--- config.mk ---
export PLATFORM = sky130hd
export DESIGN_NAME = down_counter_part_rtl
export DESIGN_NICKNAME = d
export VERILOG_FILES = /design/src/rtl/down_counter_part_rtl.sv
export SDC_FILE = /design/constraint.sdc
export NUM_CORES = 1
export LEC_CHECK = 0
export BUFFER_PORTS_ARGS = -buffer_cell sky130_fd_sc_hd__buf_2
export CORE_AREA = 2 2 39 41
export DETAILED_ROUTE_END_ITERATION = 10
export DIE_AREA = 0 0 41 43
export HOLD_SLACK_MARGIN = 0.15
export PLACE_DENSITY = 0.67
export RECOVER_POWER = 100
export SLEW_MARGIN = 20
export SYNTH_ARGS = -nofsm -noshare
export SYNTH_HDL_FRONTEND = slang
export SYNTH_HIERARCHICAL = 1
export SYNTH_SLANG_ARGS = --single-unit
--- constraint.sdc ---
create_clock -name clk -period 1.8 [get_ports clk]
set_input_delay 0.09 -clock clk [delete_from_list [all_inputs] [get_ports clk]]
set_output_delay 0.09 -clock clk [all_outputs]
set_load 0.05 [all_outputs]
--- src/rtl/down_counter_part_rtl.sv ---
// Loadable down-counter (countdown timer) split into a control FSM and a datapath.
// The FSM sequences load / countdown / terminal count / optional auto-reload.

module down_counter_part_ctrl #(
   parameter int AUTO_RELOAD = 0
) (
   input  logic clk,
   input  logic rst,
   input  logic load,
   input  logic enable,
   input  logic abort,
   input  logic lv_zero,
   input  logic cnt_one,
   input  logic rl_zero,
   output logic sel_load,
   output logic sel_dec,
   output logic sel_reload,
   output logic busy,
   output logic done
);

   typedef enum logic [1:0] {
      IDLE = 2'd0,
      RUN  = 2'd1,
      DONE = 2'd2
   } state_e;

   state_e state_q;
   state_e state_d;
   logic   reload_ok;

   // A zero reload value would re-enter DONE forever, so it parks in IDLE instead.
   assign reload_ok = (AUTO_RELOAD != 0) && !rl_zero;

   always_ff @(posedge clk or negedge rst) begin
      if (!rst) begin
         state_q <= IDLE;
      end else begin
         state_q <= state_d;
      end
   end

   always_comb begin
      state_d = state_q;
      if (load) begin
         state_d = lv_zero ? DONE : RUN;
      end else if (abort) begin
         state_d = IDLE;
      end else begin
         case (state_q)
            IDLE: state_d = IDLE;
            RUN: begin
               if (enable && cnt_one) begin
                  state_d = DONE;
               end
            end
            DONE:    state_d = reload_ok ? RUN : IDLE;
            default: state_d = IDLE;
         endcase
      end
   end

   always_comb begin
      sel_load   = load;
      sel_dec    = 1'b0;
      sel_reload = 1'b0;
      if (!load && !abort) begin
         sel_dec    = (state_q == RUN) && enable;
         sel_reload = (state_q == DONE) && reload_ok;
      end
      busy = (state_q == RUN);
      done = (state_q == DONE);
   end

endmodule

module down_counter_part_dp #(
   parameter int size = 4
) (
   input  logic            clk,
   input  logic            rst,
   input  logic            sel_load,
   input  logic            sel_dec,
   input  logic            sel_reload,
   input  logic [size-1:0] load_value,
   output logic [size-1:0] count,
   output logic            lv_zero,
   output logic            cnt_one,
   output logic            rl_zero
);

   localparam logic [size-1:0] ONE  = {{(size-1){1'b0}}, 1'b1};
   localparam logic [size-1:0] ZERO = '0;

   logic [size-1:0] count_q;
   logic [size-1:0] count_d;
   logic [size-1:0] reload_q;
   logic [size-1:0] reload_d;

   always_comb begin
      count_d  = count_q;
      reload_d = reload_q;
      if (sel_load) begin
         count_d  = load_value;
         reload_d = load_value;
      end else if (sel_dec) begin
         count_d = count_q - ONE;
      end else if (sel_reload) begin
         count_d = reload_q;
      end
   end

   always_ff @(posedge clk or negedge rst) begin
      if (!rst) begin
         count_q  <= ZERO;
         reload_q <= ZERO;
      end else begin
         count_q  <= count_d;
         reload_q <= reload_d;
      end
   end

   assign count   = count_q;
   assign lv_zero = (load_value == ZERO);
   assign cnt_one = (count_q == ONE);
   assign rl_zero = (reload_q == ZERO);

endmodule

module down_counter_part_rtl #(
   parameter int size        = 4,
   parameter int AUTO_RELOAD = 0
) (
   input  logic            clk,
   input  logic            rst,
   input  logic            load,
   input  logic [size-1:0] load_value,
   input  logic            enable,
   input  logic            abort,
   output logic [size-1:0] count,
   output logic            busy,
   output logic            done
);

   logic sel_load;
   logic sel_dec;
   logic sel_reload;
   logic lv_zero;
   logic cnt_one;
   logic rl_zero;

   down_counter_part_ctrl #(
      .AUTO_RELOAD(AUTO_RELOAD)
   ) u_ctrl (
      .clk       (clk),
      .rst       (rst),
      .load      (load),
      .enable    (enable),
      .abort     (abort),
      .lv_zero   (lv_zero),
      .cnt_one   (cnt_one),
      .rl_zero   (rl_zero),
      .sel_load  (sel_load),
      .sel_dec   (sel_dec),
      .sel_reload(sel_reload),
      .busy      (busy),
      .done      (done)
   );

   down_counter_part_dp #(
      .size(size)
   ) u_dp (
      .clk       (clk),
      .rst       (rst),
      .sel_load  (sel_load),
      .sel_dec   (sel_dec),
      .sel_reload(sel_reload),
      .load_value(load_value),
      .count     (count),
      .lv_zero   (lv_zero),
      .cnt_one   (cnt_one),
      .rl_zero   (rl_zero)
   );

endmodule
==> results of run 1 <==
critical path: cells and delay by family (launching register included):
family          cells  cell delay [ps]
simple gates        4              780
compound gates      1               90
flops               1              410
worst paths after layout:
kind                                   startpoint                 to  slack (ps)  cells after the start
worst max-delay path            u_ctrl/state_q[1]      u_dp/count[2]         410                      5
worst min-delay path                        abort  u_ctrl/state_q[0]         230                      3
worst max register to register  u_ctrl/state_q[1]      u_dp/count[2]         410                      5
worst min register to register   u_dp/reload_q[1]   u_dp/reload_q[1]         540                      2
max in group asynchronous                     rst   u_dp/reload_q[3]        1090                      2
min in group asynchronous                     rst      u_dp/count[1]         330                      2
through the flow:
stage,hold WS (ps),setup WS (ps),util (%),cells
2_1_floorplan,-206,282,-,57
3_3_place_gp,-35.3,439,47.6,84
3_5_place_dp,-30.1,404,47.6,84
4_1_cts,223,385,53.6,93
5_1_grt,228,295,52.2,93
6_report,229,410,52.2,93
flip-flops by register name, indices dropped and copies added, names as in the netlist:
name            cells
u_ctrl/state_q      2
u_dp/count          4
u_dp/reload_q       4
power by group through the flow:
stage | clock, µW | combinational (µW) | sequential [µW]
4_1_cts | 155 | 159 | 266
5_1_grt | 166 | 164 | 270
3_3_place_gp | 0 | 148 | 270
6_report | 149 | 150 | 267
2_1_floorplan | 0 | 78.0 | 302
3_5_place_dp | 0 | 148 | 271
metal layers:
metal	vias up	wire length [µm]	global-route usage [%]
met5	-	0	0
met4	0	0	4.00
met3	0	27	4.71
met2	5	561	21.9
met1	217	538	25.1
li1	236	-	-
timing repair:
action,4_1_cts,5_1_grt
resized for setup,0,0
buffers inserted,0,0
hold buffers,6,0
hold endpoints to repair,19,0
final cells by class:
| type | instances | area, µm² |
|---|---|---|
| tap | 16 | 20.0 |
| multi-input combinational | 37 | 287 |
| clock buffer | 3 | 22.5 |
| fill | 126 | 662 |
| sequential | 10 | 250 |
| timing repair buffer | 20 | 116 |
| inverter | 7 | 26.3 |
==> run metrics, run 1 <==
Worst EP required=1940 ps; crit path max fanout=7; Top-Level Pins=15; Pins Over Slew Limit=0; Clock power frac=26.3%; relative slew slack=60.2%; nets@finish=90; Final Hold Viols=0; first-pass GRT wire length=1920 µm; wire length per cell=12.1 µm; layout cell share with drive strength beyond 1=19.5%; Sw Pwr=187 µW; ant diodes=0; DRT Pass-1 Iters=4; Std-Cell Rows=14; IO Port Bufs=14; final setup violation count=0; Setup Skew=1.65 ps; outcome=completed; most frequent cells in the layout=11 x clkbuf_1, 10 x dfrtp_1, 7 x inv_1, 7 x nand2_1, 6 x dlygate4sd3_1; P_int=378 µW; worst min path class=input port to flip-flop; Post-Synthesis Cells=57; H-tree level count=1; Sink Count=10; CP startpoint kind=flip-flop; logic gate share of total power=26.6%; Setup crit end kind=flip-flop; CTS Buffer Depth=2; Overall Power=566 µW; Syn Nets=68; VDD IR max=0.455 mV; Die H=43 µm; later-pin clock latency in the skew report=260 ps; Detail Route Antenna Nets=0; fin crit period=1390 ps; power share of the sequential group=47.1%; Pleak=0.000319 µW; post-DR vias/cell=4.92; Syn. warnings=6; initial antenna violation count=0; Mapped Area=589 µm²; RePlAce Congestion=0.759; clk slew on worst S/H paths=60 ps; Die Wd=41 µm; Slowest cell on crit path=dfrtp_1; RSZ-0062 raised after global routing=false; syn_area_per_cell=10.3 µm²; Critical Path AT=1530 ps; Post-Layout Inst Area=722 µm²; vias post-DR=458; Period Utilization, post-route=77.2%; Peak Freq=720 MHz; largest net degree at the start of global routing=17; die area=1760 µm²; number of global-route vias before repair=453; post-route setup TNS=0 ps; sw frac=33.1%; drt total wl=1130 µm; crit-path cells=nor4b_4 > and2_2 > nor2b_1 > nand2_1 > o311ai_0; area added between synthesis and finish=22.5%; Clk Tree Root Cell=clkbuf_4; Num CTS Buffers=3; Cell Pwr Density=784 nW/µm²; Starting Density=42.6%; remaining global-route overflow=0; Total GRT Usage=16.2%; commonest non-fill, non-tap cell in the layout=clkbuf_1; worst slew pin tran=599 ps; DRC=0; TritonCTS clock tree=built; Post-Place Cell Area=659 µm²; max incr delay on CP=410 ps; type of the worst setup path=flip-flop to flip-flop; max_cap viols=0; Initial DRC Count=15; Core ar.=1380 µm²
(Power assumes the default switching activity.)
==> inputs of run 2 (changes only) <==
Clock period 1.8 ns to 1.3 ns, I/O delays scaled along.
==> run metrics, run 2 (synthesized netlist as in run 1, its figures left out) <==
outcome=completed; Final Util=60.4%; DRC=0; Post-Layout Inst Area=836 µm²; remaining global-route overflow=0; TritonCTS clock tree=built; commonest non-fill, non-tap cell in the layout=buf_2; Total GRT Usage=18.0%; Starting Density=42.6%; Final Hold Viols=0; drt total wl=1280 µm; setup slack after layout=25.1 ps; fin cells=100; Sink Count=10; Period Utilization, post-route=98.1%; Setup Skew=5.14 ps; clk slew on worst S/H paths=60 ps; Critical Path AT=1430 ps; largest net degree at the start of global routing=16; later-pin clock latency in the skew report=250 ps; worst slew pin tran=539 ps; FF-to-FF setup slack=30 ps; hold path start=load_value[1]; Initial DRC Count=6; Clk Tree Root Cell=clkbuf_4; Setup crit end kind=flip-flop; Crit. Startpoint=u_ctrl/state_q[1]; die area=1760 µm²; Pleak=0.000378 µW; Cell Pwr Density=1020 nW/µm²; type of the worst setup path=flip-flop to flip-flop; Overall Power=853 µW; DRT Pass-1 Iters=4; Worst EP required=1450 ps; Top-Level Pins=15; placed cells=89; Pins Over Slew Limit=0; initial antenna violation count=0; nets@finish=96; H-tree level count=1; wire length per cell=12.8 µm; layout cell share with drive strength beyond 1=44.0%; max_cap viols=0; relative slew slack=64.1%; fillcell total=134; worst min path class=input port to flip-flop; pre-CTS setup slack=5.59 ps; number of global-route vias before repair=485; first-pass GRT wire length=2140 µm; CP startpoint kind=flip-flop; Detail Route Antenna Nets=0; Peak Freq=784 MHz; Die Wd=41 µm; Std-Cell Rows=14; Post-Place Cell Area=706 µm²; worst r2r src=u_ctrl/state_q[1]; CTS Buffer Depth=2; Die H=43 µm; area added between synthesis and finish=41.8%; Num CTS Buffers=3; vias post-DR=501; most frequent cells in the layout=10 x buf_2, 7 x nand2_1, 7 x dfrtp_1; RSZ-0062 raised after global routing=true; fin crit period=1270 ps; post-DR vias/cell=5.01; VDD IR max=0.875 mV; ant diodes=0; Core ar.=1380 µm²; IO Port Bufs=14; crit path max fanout=3; RePlAce Congestion=0.741; final setup violation count=0; DP HPWL=921 µm
run 2: cell type report:
class                   instances  area (µm²)  area share [%]
flip-flops and latches         10         254            30.4
clock buffers                   4        26.3            3.14
multi-input cells              37         339            40.6
inverters                       7        26.3            3.14
well taps                      16        20.0            2.40
repair buffers                 26         170            20.4
run 2: power by group:
group | internal [µW] | total, µW | switching, µW
clock | 118 | 219 | 101
combinational | 109 | 258 | 149
sequential | 341 | 376 | 34.8
total | 569 | 853 | 284
run 2: timing repair:
action	CTS	global route
hold endpoints to repair	20	0
resized for setup	2	6
setup buffers	0	1
endpoints found under the setup margin	2	5
hold buffers	6	0
pin swaps	0	2
run 2: critical path, stage by stage, from the launching register on:
cell and delay, ps:
dfrtp_1 410, nor4b_4 230, and2_4 180, buf_4 120
a2111oi_4 40, a221oi_2 190
run 2: per-layer routing:
layer | vias to the layer above | track usage (%) | wire, µm
li1 | 246 | - | -
met5 | - | 0 | 0
met3 | 0 | 4.71 | 31
met1 | 245 | 25.2 | 580
met2 | 10 | 27.2 | 668
met4 | 0 | 4.00 | 0
run 2: final timing paths:
check / end / cells after the start
worst min-delay path: u_ctrl/state_q[0] / 4
min in group asynchronous: u_dp/reload_q[1] / 2
worst max-delay path: u_dp/count[3] / 5
worst max register to register: u_dp/count[3] / 5
worst min register to register: u_dp/reload_q[2] / 2
max in group asynchronous: u_dp/count[3] / 2
run 2: per-stage QoR:
stage | TNS [ps] | hold WS (ps)
6_report | 0 | 220
5_1_grt | -132 | 227
4_1_cts | 0 | 178
3_5_place_dp | 0 | -62.4
3_3_place_gp | 0 | -62.8
2_1_floorplan | 0 | -231
